===== src/rtl/sram_arb_pkg.sv =====
// Shared types and sizing for the SRAM arbiter slice.
package sram_arb_pkg;

    typedef enum logic [1:0] {
        OWN_NONE,
        OWN_CPU,
        OWN_EXT
    } owner_e;

    localparam int SRAM_WORDS = 2048;
    localparam int ADDR_W_DEF = $clog2(SRAM_WORDS);
    localparam int DATA_W_DEF = 32;

endpackage


===== src/rtl/sram_arbiter_starve_counter.sv =====
// Saturating count of consecutive cycles the EXT port lost arbitration.
// Only instantiated when SRAM_ARB_STARVE_EN is defined.
module starve_counter #(
    parameter int MAX = 4
) (
    input  logic clk,
    input  logic rst,
    input  logic inc,
    input  logic clr,
    output logic hit
);

    localparam logic [3:0] MAX_V = 4'(MAX);

    logic [3:0] cnt;

    // NOTE: sequential state uses non-blocking assignments so every flop samples pre-edge values.
    always_ff @(posedge clk or negedge rst) begin
        if (!rst) begin
            cnt <= '0;
        end else if (clr) begin
            cnt <= '0;
        end else if (inc && cnt != MAX_V) begin
            cnt <= cnt + 4'd1;
        end
    end

    assign hit = (cnt == MAX_V);

endmodule


===== src/rtl/sram_arbiter.sv =====
// Single-port SRAM arbiter: CPU port has priority over EXT port.
// Define SRAM_ARB_STARVE_EN to enable the bounded-wait forced EXT grant.
module sram_arbiter
    import sram_arb_pkg::*;
#(
    parameter int ADDR_W     = ADDR_W_DEF,
    parameter int DATA_W     = DATA_W_DEF,
    parameter int STARVE_MAX = 4
) (
    input  logic              clk,
    input  logic              rst,
    input  logic              cpu_req,
    input  logic              cpu_we,
    input  logic [ADDR_W-1:0] cpu_addr,
    input  logic [DATA_W-1:0] cpu_wdata,
    output logic              cpu_stall,
    output logic              cpu_rvalid,
    output logic [DATA_W-1:0] cpu_rdata,
    input  logic              ext_req,
    input  logic              ext_we,
    input  logic [ADDR_W-1:0] ext_addr,
    input  logic [DATA_W-1:0] ext_wdata,
    output logic              ext_gnt,
    output logic              ext_rvalid,
    output logic [DATA_W-1:0] ext_rdata,
    output logic              sram_cen,
    output logic              sram_wen,
    output logic [ADDR_W-1:0] sram_a,
    output logic [DATA_W-1:0] sram_d,
    input  logic [DATA_W-1:0] sram_q
);

    owner_e            own;
    owner_e            rd_own;
    logic              own_we;
    logic [ADDR_W-1:0] own_addr;
    logic [DATA_W-1:0] own_wdata;
    logic [ADDR_W-1:0] a_hold;
    logic [DATA_W-1:0] d_hold;

`ifdef SRAM_ARB_STARVE_EN
    logic starve_hit;

    starve_counter #(.MAX(STARVE_MAX)) u_starve (
        .clk (clk),
        .rst (rst),
        .inc (ext_req & ~ext_gnt),
        .clr (ext_gnt | ~ext_req),
        .hit (starve_hit)
    );

    // NOTE: every always_comb output gets a default first so no latch is inferred.
    always_comb begin
        own = OWN_NONE;
        if (cpu_req && ext_req) begin
            own = starve_hit ? OWN_EXT : OWN_CPU;
        end else if (cpu_req) begin
            own = OWN_CPU;
        end else if (ext_req) begin
            own = OWN_EXT;
        end
    end

    assign cpu_stall = cpu_req & (own != OWN_CPU);
`else
    logic [3:0] unused_starve_max;

    always_comb begin
        own = OWN_NONE;
        if (cpu_req) begin
            own = OWN_CPU;
        end else if (ext_req) begin
            own = OWN_EXT;
        end
    end

    assign cpu_stall         = 1'b0;
    assign unused_starve_max = 4'(STARVE_MAX);
`endif

    // Idle cycles present the held address/data so the macro bus does not toggle.
    always_comb begin
        own_we    = 1'b0;
        own_addr  = a_hold;
        own_wdata = d_hold;
        case (own)
            OWN_CPU: begin
                own_we    = cpu_we;
                own_addr  = cpu_addr;
                own_wdata = cpu_wdata;
            end
            OWN_EXT: begin
                own_we    = ext_we;
                own_addr  = ext_addr;
                own_wdata = ext_wdata;
            end
            default: ;
        endcase
    end

    always_ff @(posedge clk or negedge rst) begin
        if (!rst) begin
            a_hold <= '0;
            d_hold <= '0;
            rd_own <= OWN_NONE;
        end else begin
            if (own != OWN_NONE) begin
                a_hold <= own_addr;
                d_hold <= own_wdata;
            end
            rd_own <= (own != OWN_NONE && !own_we) ? own : OWN_NONE;
        end
    end

    assign sram_cen   = (own == OWN_NONE);
    assign sram_wen   = (own == OWN_NONE) | ~own_we;
    assign sram_a     = own_addr;
    assign sram_d     = own_wdata;
    assign ext_gnt    = (own == OWN_EXT);
    assign cpu_rvalid = (rd_own == OWN_CPU);
    assign ext_rvalid = (rd_own == OWN_EXT);
    assign cpu_rdata  = sram_q;
    assign ext_rdata  = sram_q;

endmodule


===== config.mk =====
export PLATFORM = sky130hd
export DESIGN_NAME = sram_arbiter
export DESIGN_NICKNAME = d
export VERILOG_FILES = /design/src/rtl/sram_arb_pkg.sv /design/src/rtl/sram_arbiter_starve_counter.sv /design/src/rtl/sram_arbiter.sv
export SDC_FILE = /design/constraint.sdc
export NUM_CORES = 1
export LEC_CHECK = 0
export ABC_AREA = 0
export ABC_CLOCK_PERIOD_IN_PS = 1300
export CORE_ASPECT_RATIO = 1.2
export CORE_MARGIN = 3
export CORE_UTILIZATION = 33
export CTS_BUF_LIST = sky130_fd_sc_hd__clkbuf_4
export CTS_CLUSTER_SIZE = 30
export DETAILED_ROUTE_END_ITERATION = 8
export PLACE_DENSITY = 0.85
export SLEW_MARGIN = 10
export SYNTH_ARGS = -nofsm -noshare
export SYNTH_HDL_FRONTEND = slang
export SYNTH_SLANG_ARGS = --single-unit

===== constraint.sdc =====
create_clock -name clk -period 1.3 [get_ports clk]
set_input_delay 0.26 -clock clk [delete_from_list [all_inputs] [get_ports clk]]
set_output_delay 0.26 -clock clk [all_outputs]
set_load 0.05 [all_outputs]

* After elaboration in Yosys (flattened, before gate mapping) *
Index checks and enable logic that the tools add are counted.
Widths: inputs -> output; s select.

word-level totals
  bits in read-only memories = 0
  memories = 0
  flip-flop bits (word level) = 45
  bits in latches = 0
  RAM bits = 0

cells by class
  divide/modulo/power cells = 0
  multiply operators = 0
  equal/unequal tests = 4
  reductions and logical operators = 4
  bitwise logic cells = 2
  order comparisons = 0
  shifts and indexed selects = 0
  muxes and demuxes = 6
  $add $sub $neg = 0

operator list
  kind                number
  $pmux 32 s2         1
  $pmux 11 s2         1
  $mux 2              3
  $eq 2x1->1 const B  2
  $eq 2x2->1 const B  2
  $logic_not 2->1     1
  $pmux 1 s2          1
  $reduce_bool 2->1   1
  $logic_and 1x1->1   1
  $logic_not 1->1     1
  $not 1->1           1
  $or 1x1->1          1

* Longest topological paths before layout *
Gate-level depths: netlist of run 1.

  word-level depth = 7
  depth in mapped cells = 4
  depth with buffers taken out = 2

* Least setup slack after synthesis of run 1 *
Ideal clock, no wire load.

  kind = input port to output port
  start point = in ext_req
  end point = out sram_a[1]
  setup slack = -580 ps
  arrival = 1,620 ps
  buffers on the path = 1
  cell stages on the path = 3
  path through = buf_6 mux2i_1 o21ai_0

between the ends
  word-level cells in the longest chain between the ends = 4
  elaborated cells on any way between the ends = 5

ends and longest elaborated chain
  what                                      line                text
  from (decl)                               sram_arbiter.sv:19  input logic ext_req,
  $mux 2 *                                  sram_arbiter.sv:72  end else if (ext_req) begin
  $mux 2 *                                  sram_arbiter.sv:70  if (cpu_req) begin
  $eq 2x2->1 or $eq 2x1->1 (tied branches)  sram_arbiter.sv:86  case (own)
  $pmux 11 s2 *                             sram_arbiter.sv:86
  to (decl)                                 sram_arbiter.sv:28  output logic [ADDR_W-1:0] sram_a,

Mark *: on every way between the ends. The rest lies on a longest branch, timed or not.

* Worst setup path after layout of run 1 *
  start point = reg d_hold[18]
  end point = out sram_d[18]

between the ends
  word-level cells in the longest chain between the ends = 1

ends and longest elaborated chain
  what                    line                 text
  from (decl)             sram_arbiter.sv:39   logic [DATA_W-1:0] d_hold;
  from (signal assigned)  sram_arbiter.sv:109  d_hold <= own_wdata;
  $pmux 32 s2             sram_arbiter.sv:86
  to (decl)               sram_arbiter.sv:29   output logic [DATA_W-1:0] sram_d,

No other way between the ends.

==> results of run 1 <==
-- report_power, final --
| group | internal, W | switching (W) | leakage (nW) |
|---|---|---|---|
| Clock | 0.000399 | 0.000482 | 0.0389 |
| Combinational | 0.00129 | 0.00123 | 1.72 |
| Sequential | 0.00153 | 0.0000843 | 0.545 |
| Total | 0.00321 | 0.00180 | 2.30 |
-- final timing paths --
path / startpoint / end / slack [ns] / cells after the start
worst max-delay path: d_hold[18]$_DFFE_PN0N_ / sram_d[18] / -0.24 / 3
worst min-delay path: cpu_req / rd_own[0]$_DFF_PN0_ / 0.20 / 2
worst max register to register: d_hold[18]$_DFFE_PN0N_ / d_hold[18]$_DFFE_PN0N_ / 0.10 / 5
worst min register to register: a_hold[8]$_DFFE_PN0N_ / a_hold[8]$_DFFE_PN0N_ / 0.59 / 2
max in group asynchronous: rst / d_hold[29]$_DFFE_PN0N_ / 0.51 / 3
min in group asynchronous: rst / d_hold[7]$_DFFE_PN0N_ / 0.33 / 2
-- state kept, by name (all words and copies together), names as in the netlist --
name	cells
rd_own	2
a_hold	11
d_hold	32
-- worst max-delay path, stage by stage (launching register included) --
cell                      delay (ns)
sky130_fd_sc_hd__dfrtp_1        0.43
sky130_fd_sc_hd__mux2i_2        0.27
sky130_fd_sc_hd__o21ai_4        0.07
sky130_fd_sc_hd__buf_6          0.15
-- per-stage QoR --
step | utilization, % | hold WS [ns] | area [sq um]
after detailed placement | 58.2 | 0.171 | 4800
final | 68.6 | 0.195 | 5650
after global placement | 58.2 | 0.168 | 4800
after floorplan | - | -0.0356 | 3280
after global routing | 68.6 | 0.174 | 5650
after CTS | 65.5 | 0.178 | 5400
-- timing repair --
| action | CTS | global route |
|---|---|---|
| resized for setup | 72 | 23 |
| endpoints found under the hold margin | 10 | 0 |
| cloned | 2 | 1 |
| setup buffers | 17 | 11 |
| endpoints found under the setup margin | 47 | 46 |
| pin swaps | 2 | 5 |
| hold buffers | 1 | 0 |
-- final cells by class --
type                       count  area, sq um  share of cell area (%)
sequential                    45         1130                    19.9
clock inverter                 3         41.3                   0.730
timing repair buffer         213         2420                    42.8
clock buffer                   5         37.5                   0.664
multi-input combinational    180         1880                    33.3
tap                          114          143                    2.52
antenna                        1         2.50                  0.0443
-- layer usage --
| metal | vias up | GRT usage (%) |
|---|---|---|
| met5 | - | 0 |
| met4 | 0 | 12.9 |
| met3 | 70 | 2.80 |
| met2 | 130 | 36.8 |
| met1 | 1315 | 20.9 |
| li1 | 1271 | - |
-- cell families after synthesis --
group	share of synthesized area, %
other cells	0.132
buf+inv	22.9
mux	15.1
flops	39.6
compound gates	15.4
simple gates	6.94
-- cell usage in the layout (no fill, tap or decap), types with 7 or more instances in the layout --
master                            synthesis  layout
sky130_fd_sc_hd__clkdlybuf4s50_1          0      86
sky130_fd_sc_hd__mux2i_2                  0       7
sky130_fd_sc_hd__o21ai_2                  0       8
sky130_fd_sc_hd__mux2i_4                  0      27
sky130_fd_sc_hd__buf_12                   4      36
sky130_fd_sc_hd__nand2_1                 43      43
sky130_fd_sc_hd__buf_6                    2      18
sky130_fd_sc_hd__o21ai_1                 78      39
sky130_fd_sc_hd__o21ai_4                  0      35
sky130_fd_sc_hd__buf_4                   65      64
sky130_fd_sc_hd__dfrtp_1                 45      45
sky130_fd_sc_hd__mux2i_1                 43       9
==> qor.log, run 1 <==
qor: setup_path.worst_ep_arrival_time 1.28 ns
qor: place.placement.io_buffers 139
qor: synthesis.syn_avg_cell_area 9.21 sq um
qor: cts.clock_sinks 45
qor: synthesis.synth_ff_type sky130_fd_sc_hd__dfrtp_1
qor: timing.skew 0 ns
qor: synthesis.syn_nets 433
qor: setup_path.worst-path-max-fanout 2
qor: synthesis.post_synth_most_frequent_cells sky130_fd_sc_hd__o21ai_1, sky130_fd_sc_hd__buf_4, sky130_fd_sc_hd__dfrtp_1
qor: synthesis.flip_flop_and_latch_count_after_synthesis 45
qor: die.floorplan.initialDensity 34.5%
qor: route.maxUsedRoutingLayer met4
qor: synthesis.synthMostInstantiatedCell sky130_fd_sc_hd__o21ai_1
qor: cts.cts_tree yes
qor: die.placementRows 36
qor: power_and_ir_drop.ir_drop 395 uV
qor: setup_path.worstSetupEndpointType output port
qor: place.hpwl 6.94 mm
qor: die.die_w 90.8 um
qor: grt.grt_max_degree 33
qor: grt.first_pass_grt_wire_length 15.4 mm
qor: timing.setup_viol 46
qor: route.firstDrtPassIters 4
qor: power_and_ir_drop.leakagePower 2.30 nW
qor: route.wl_met2 5.90 mm
qor: place.pre_cts_ws -0.245 ns
qor: timing.maxClockFrequency 649 MHz
qor: timing.hold_viol 0
qor: synthesis.number_of_flops_mapped_to_enable_cells_by_yosys 0
qor: synthesis.postSynthCellCount 309
qor: timing.setup_slack -0.240 ns
qor: setup_path.required 1.04 ns
qor: die.core_area 8240 sq um
qor: synthesis.distinct_cell_type_count_after_synthesis 15
qor: power_and_ir_drop.design_power_total 0.00501 W
qor: outcome.failing_checks negative setup slack
qor: route.post-route-drc-count 0
qor: layout.final_layout_size_suffix_gt1_share 47.8%
qor: cts.cts_buffers 5
qor: place.place_congestion 0.797
qor: grt.global_route_total_usage_across_every_layer 19.8%
qor: grt.gr-total-overflow 0
qor: place.post-place-cells 521
qor: outcome.run_status finished with violations
qor: cts.htreeDepth 2
qor: route.post_route_antenna_net_violation_count 0
qor: setup_path.worstSetupPathType reg -> out
qor: timing.rsz0062_at_grt true
qor: layout.instances_no_fill 561
qor: cts.cts_buffer_depth 2
qor: timing.min_period_over_period 118%
qor: route.dr_total_vias 2786
qor: timing.setup_tns -7.32 ns
qor: layout.final_nets 569
qor: die.die_y 108 um
qor: timing.post_layout_min_period 1.54 ns
qor: synthesis.synth-async-reset-ratio 100%
qor: synthesis.synth_area 2850 sq um
qor: synthesis.synth_area_leader_cell sky130_fd_sc_hd__dfrtp_1
qor: synthesis.yosysWarningCount 0
qor: cts.clk_root_buffer_cell sky130_fd_sc_hd__clkbuf_4
qor: run.timing.max_cap.violations 0
qor: synthesis.post_synth_main_area_contributors sky130_fd_sc_hd__dfrtp_1, sky130_fd_sc_hd__buf_4, sky130_fd_sc_hd__mux2i_1
qor: route.wl_met3 583 um
qor: cts.clk-insertion-delay-late 0.34 ns
qor: route.routed_wire_length_per_instance 19.1 um
qor: synthesis.synth_seq_area_share 39.6%
qor: layout.flow.area_growth_from_synthesis 98.6%
qor: die.floorplan.die_area 9780 sq um
qor: power_and_ir_drop.power_density 887 nW/um^2
qor: min_path.min_path_type in -> reg
qor: route.viasPerCell 4.97
qor: grt.first_global_vias 2913
qor: die.io_pins 237
qor: layout.fillCellCount 518
qor: route.met1Wirelength 3.61 mm
qor: route.drt_first_iter_violations 133
qor: grt.antenna_found_initial 1
qor: timing.final-max-slew-violation-count 0
qor: cts.clk_pin_slew 0.15 ns
qor: setup_path.startpoint_type flip-flop
qor: synthesis.share_of_the_synthesized_area_in_the_top_cell_type 39.6%
qor: route.route.final.wire_length 10.7 mm
Power figures use the tool's default switching activity.
==> run 2, diff against run 1 <==
CELL_PAD_IN_SITES_DETAIL_PLACEMENT = 1   (was unset)
CELL_PAD_IN_SITES_GLOBAL_PLACEMENT = 2   (was unset)
CORE_UTILIZATION = 17   (was 33)
PLACE_DENSITY = 0.86   (was 0.85)
==> qor.log, run 2 (synthesis gave the netlist of run 1 again) <==
qor: die.io_pins 237
qor: layout.diodes 0
qor: die.floorplan.initialDensity 17.4%
qor: setup_path.required 1.04 ns
qor: setup_path.worst-path-max-fanout 2
qor: place.post-place-cells 625
qor: cts.clk-insertion-delay-late 0.38 ns
qor: setup_path.worstSetupPathType reg -> out
qor: grt.first_global_vias 3159
qor: layout.post-route-cell-area 5870 sq um
qor: place.pre_cts_ws -0.251 ns
qor: setup_path.startpoint_type flip-flop
qor: layout.flow.area_growth_from_synthesis 106%
qor: die.core_area 16300 sq um
qor: grt.gr-total-overflow 0
qor: power_and_ir_drop.ir_drop 317 uV
qor: run.timing.max_cap.violations 0
qor: place.place_congestion 0.727
qor: timing.setup_slack -0.230 ns
qor: outcome.run_status finished with violations
qor: place.placement.cell_area 5120 sq um
qor: grt.first_pass_grt_wire_length 16.5 mm
qor: timing.maxClockFrequency 654 MHz
qor: layout.multi_input_area 1870 sq um
qor: layout.instances_no_fill 665
qor: layout.final_nets 576
qor: timing.hold_viol 0
qor: layout.fillCellCount 1773
qor: min_path.min_path_type in -> reg
qor: place.hpwl 7.50 mm
qor: route.post_route_antenna_net_violation_count 0
qor: cts.htreeDepth 2
qor: route.dr_total_vias 2755
qor: layout.max_flop_register d_hold
qor: layout.final_layout_size_suffix_gt1_share 48.6%
qor: outcome.failing_checks negative setup slack
qor: timing.setup_viol 46
qor: timing.final-max-slew-violation-count 0
qor: grt.grt_max_degree 46
qor: grt.global_route_total_usage_across_every_layer 11.7%
qor: layout.number_of_flip_flops_in_the_largest_register 32
qor: timing.skew 0 ns
qor: layout.most_frequent_cells_in_the_layout sky130_fd_sc_hd__clkdlybuf4s50_1, sky130_fd_sc_hd__buf_4, sky130_fd_sc_hd__buf_12, sky130_fd_sc_hd__dfrtp_1, sky130_fd_sc_hd__nand2_1
qor: route.route.final.wire_length 11.2 mm
qor: timing.post_layout_min_period 1.53 ns
qor: route.routed_wire_length_per_instance 16.8 um
qor: cts.cts_tree yes
qor: setup_path.worst_ep_arrival_time 1.27 ns
qor: die.die_y 148 um
qor: route.drt_first_iter_violations 49
qor: cts.clk_pin_slew 0.14 ns
qor: cts.cts_buffer_depth 2
qor: layout.largest_registers_in_the_final_layout d_hold x32, a_hold x11, rd_own x2
qor: power_and_ir_drop.design_power_total 0.00495 W
qor: layout.layout_commonest_cell sky130_fd_sc_hd__clkdlybuf4s50_1
qor: cts.cts_buffers 5
qor: power_and_ir_drop.power_density 842 nW/um^2
qor: power_and_ir_drop.leakagePower 2.37 nW
qor: cts.clock_sinks 45
qor: timing.min_period_over_period 118%
qor: layout.final_core_utilization 35.9%
qor: die.die_w 124 um
qor: layout.final-seq-area 1130 sq um
qor: route.firstDrtPassIters 4
qor: die.placementRows 51
qor: cts.clk_root_buffer_cell sky130_fd_sc_hd__clkbuf_4
qor: route.post-route-drc-count 0
qor: setup_path.worstSetupEndpointType output port
qor: route.viasPerCell 4.14
qor: place.placement.io_buffers 139
qor: die.floorplan.die_area 18300 sq um
qor: timing.rsz0062_at_grt true
qor: grt.antenna_found_initial 0
-- run 2: cell count changes in the layout (fill, tap and decap cells not counted), sizes merged --
| cell | before | now |
|---|---|---|
| bufbuf | 0 | 1 |
| diode | 1 | 0 |
| clkinv | 1 | 2 |
| bufinv | 1 | 0 |
| buf | 123 | 130 |
| clkinvlp | 1 | 0 |
-- run 2: stage by stage --
step,TNS [ns],hold slack [ns]
final,-8.57,0.228
after global routing,-12.55,0.188
after CTS,-11.21,0.167
after detailed placement,-9.50,0.275
after global placement,-7.91,0.273
after floorplan,-1.21,-0.0356
-- run 2: worst paths after layout --
path | slack [ns] | startpoint | to | cells after the start
max | -0.23 | d_hold[31]$_DFFE_PN0N_ | sram_d[31] | 3
min | 0.23 | ext_we | rd_own[1]$_DFF_PN0_ | 2
max reg2reg | 0.19 | d_hold[21]$_DFFE_PN0N_ | d_hold[21]$_DFFE_PN0N_ | 5
min reg2reg | 0.60 | a_hold[5]$_DFFE_PN0N_ | a_hold[5]$_DFFE_PN0N_ | 2
max in group asynchronous | 0.68 | rst | d_hold[27]$_DFFE_PN0N_ | 3
min in group asynchronous | 0.38 | rst | d_hold[10]$_DFFE_PN0N_ | 3
-- run 2: timing repair --
action | 4_1_cts | 5_1_grt
endpoints found under the setup margin | 47 | 47
hold buffers | 1 | 0
setup buffers | 20 | 14
gates cloned | 2 | 0
endpoints found under the hold margin | 45 | 0
pin swaps | 7 | 14
gates resized for setup | 62 | 16
-- run 2: final cells by class --
| class | instances | share of cell area, % |
|---|---|---|
| timing repair buffer | 220 | 43.5 |
| multi-input combinational | 180 | 31.9 |
| sequential | 45 | 19.2 |
| tap | 212 | 4.52 |
| clock buffer | 6 | 0.767 |
| clock inverter | 2 | 0.171 |
-- run 2: critical path, stage by stage (launching register included) --
cell                      delay (ns)
sky130_fd_sc_hd__dfrtp_1        0.39
sky130_fd_sc_hd__mux2i_1        0.23
sky130_fd_sc_hd__o21ai_2        0.11
sky130_fd_sc_hd__buf_12         0.16
-- run 2: report_power, final --
part / switching [W] / internal (W) / total (W) / leakage, nW
clock network: 0.000521 / 0.000228 / 0.000749 / 0.0354
logic: 0.00124 / 0.00135 / 0.00259 / 1.79
registers: 0.0000809 / 0.00153 / 0.00161 / 0.545
total: 0.00184 / 0.00311 / 0.00495 / 2.37
-- run 2: layer usage --
layer  track usage (%)  part of all wire [%]
met1              11.9                    35
met2              22.3                    56
met3              3.48                   6.7
met4              4.22                   2.0
met5                 0                     0
==> run 3, diff against run 2 <==
GPL_TIMING_DRIVEN = 0   (was unset)
SLEW_MARGIN = unset   (was 10)
==> qor.log, run 3 (synthesis gave the netlist of run 1 again) <==
qor: min_path.min_path_type in -> reg
qor: cts.clk-insertion-delay-late 0.36 ns
qor: place.place_congestion 0.731
qor: power_and_ir_drop.leakagePower 2.75 nW
qor: grt.global_route_total_usage_across_every_layer 13.2%
qor: setup_path.worst-r2r-setup-slack 0.24 ns
qor: timing.setup_viol 45
qor: layout.number_of_flip_flops_in_the_largest_register 32
qor: min_path.hold-path-endpoint rd_own[0]$_DFF_PN0_
qor: timing.worstMarginPinSlew 0.600 ns
qor: layout.final_core_utilization 39.5%
qor: power_and_ir_drop.design_power_total 0.00525 W
qor: timing.hold_viol 0
qor: run.timing.max_cap.violations 0
qor: place.post-place-cells 724
qor: cts.htreeDepth 2
qor: route.post-route-drc-count 0
qor: power_and_ir_drop.p_int 0.00302 W
qor: grt.gr-total-overflow 0
qor: route.dr_total_vias 3167
qor: place.hpwl 9.52 mm
qor: timing.setup_slack -0.199 ns
qor: timing.skew 0 ns
qor: timing.min_period_over_period 115%
qor: route.viasPerCell 4.13
qor: power_and_ir_drop.seq_power_share 30.9%
qor: cts.clk_pin_slew 0.15 ns
qor: layout.most_frequent_cells_in_the_layout sky130_fd_sc_hd__buf_4, sky130_fd_sc_hd__clkdlybuf4s50_1, sky130_fd_sc_hd__dlygate4sd2_1, sky130_fd_sc_hd__buf_6, sky130_fd_sc_hd__dfrtp_1
qor: cts.cts_buffers 5
qor: setup_path.worstSetupPathType reg -> out
qor: layout.flow.area_growth_from_synthesis 127%
qor: timing.maxClockFrequency 667 MHz
qor: timing.hold_slack 0.0831 ns
qor: grt.first_pass_grt_wire_length 19.0 mm
qor: layout.final_layout_size_suffix_gt1_share 46.2%
qor: die.floorplan.die_area 18300 sq um
qor: power_and_ir_drop.comb_power_share 55.6%
qor: power_and_ir_drop.p_clk_share 13.5%
qor: route.post_route_antenna_net_violation_count 0
qor: power_and_ir_drop.power_density 813 nW/um^2
qor: power_and_ir_drop.power.switching_fraction 42.4%
qor: cts.cts_buffer_depth 2
qor: outcome.run_status finished with violations
qor: setup_path.worst_ep_arrival_time 1.24 ns
qor: setup_path.worst-path-max-fanout 2
qor: layout.final_nets 677
qor: die.die_w 124 um
qor: setup_path.worstRegToRegCells 4
qor: setup_path.reg2reg_from d_hold[14]$_DFFE_PN0N_
qor: min_path.hold-path-cell-count 2
qor: timing.final-max-slew-violation-count 0
qor: cts.clk_root_buffer_cell sky130_fd_sc_hd__clkbuf_4
qor: layout.instances_no_fill 767
qor: layout.layout_commonest_cell sky130_fd_sc_hd__buf_4
qor: cts.cts_tree yes
qor: die.floorplan.initialDensity 17.4%
qor: power_and_ir_drop.switching_power 0.00222 W
qor: place.placement.io_buffers 202
qor: layout.largest_registers_in_the_final_layout d_hold x32, a_hold x11, rd_own x2
qor: setup_path.required 1.04 ns
qor: timing.post_layout_min_period 1.50 ns
qor: timing.timing.max_slew.rel_slack 60.0%
qor: layout.max_flop_register d_hold
qor: route.firstDrtPassIters 4
qor: setup_path.worstSetupEndpointType output port
qor: min_path.worstHoldStart cpu_we
qor: layout.fillCellCount 1827
qor: grt.first_global_vias 3699
qor: die.die_y 148 um
qor: grt.grt_max_degree 24
qor: die.placementRows 51
qor: setup_path.startpoint_type flip-flop
qor: die.io_pins 237
qor: grt.antenna_found_initial 0
qor: cts.clock_sinks 45
qor: route.drt_first_iter_violations 52
qor: route.route.final.wire_length 12.7 mm
qor: outcome.failing_checks negative setup slack
qor: power_and_ir_drop.ir_drop 237 uV
qor: timing.rsz0062_at_grt true
qor: route.routed_wire_length_per_instance 16.5 um
qor: setup_path.rr_endpoint d_hold[14]$_DFFE_PN0N_
qor: die.core_area 16300 sq um
## run 3: repair_timing
item,CTS,global route
resized for setup,484,26
hold buffers,1,0
endpoints found under the hold margin,22,0
setup buffers,19,13
endpoints found under the setup margin,124,46
gates cloned,1,0
pin swaps,10,11
## run 3: area by class of cell
cell class                 instances  area [sq um]  share of cell area (%)
multi-input combinational        180          1960                    30.4
timing repair buffer             237          2300                    35.7
clock buffer                       5          37.5                   0.582
tap                              212           265                    4.11
buffer                            84           739                    11.5
clock inverter                     3          12.5                   0.194
antenna                            1          2.50                  0.0388
sequential                        45          1130                    17.5
## run 3: critical path, stage by stage, from the launching register on
cell and delay (ns):
sky130_fd_sc_hd__dfrtp_1 0.43, sky130_fd_sc_hd__mux2i_4 0.20, sky130_fd_sc_hd__o21ai_4 0.08, sky130_fd_sc_hd__buf_6 0.16
## run 3: per-stage QoR
stage,setup slack (ns),cell area (sq um),setup TNS [ns]
after floorplan,-0.197,3280,-1.21
after global placement,-1.51,5570,-152.26
after detailed placement,-1.48,5580,-84.62
after CTS,-0.237,6170,-9.26
after global routing,-0.256,6450,-10.18
final,-0.199,6450,-7.13
## run 3: worst max-delay path by stage
stage                            from                     end  slack, ns
2_1_floorplan                 cpu_req               sram_a[1]      -0.20
3_3_place_gp                      rst  d_hold[30]$_DFFE_PN0N_      -1.51
3_5_place_dp                  cpu_req               sram_a[3]      -1.48
4_1_cts         d_hold[3]$_DFFE_PN0N_               sram_d[3]      -0.24
5_1_grt         a_hold[2]$_DFFE_PN0N_               sram_a[2]      -0.26
6_report       d_hold[14]$_DFFE_PN0N_              sram_d[14]      -0.20
## run 3: routing by layer
| metal | share of wire (%) | up-vias | GRT usage [%] |
|---|---|---|---|
| li1 | - | 1484 | - |
| met1 | 34 | 1527 | 13.3 |
| met2 | 57 | 139 | 26.2 |
| met3 | 6.9 | 17 | 3.06 |
| met4 | 2.2 | 0 | 3.95 |
| met5 | 0 | - | 0 |
## run 3: power groups by stage
| stage | Sequential [W] | Clock, W | Combinational [W] |
|---|---|---|---|
| floorplan | 0.00157 | 0 | 0.00164 |
| global placement | 0.00158 | 0 | 0.00249 |
| detailed placement | 0.00159 | 0 | 0.00254 |
| CTS | 0.00160 | 0.000764 | 0.00281 |
| global route | 0.00163 | 0.000805 | 0.00307 |
| finish | 0.00162 | 0.000710 | 0.00292 |
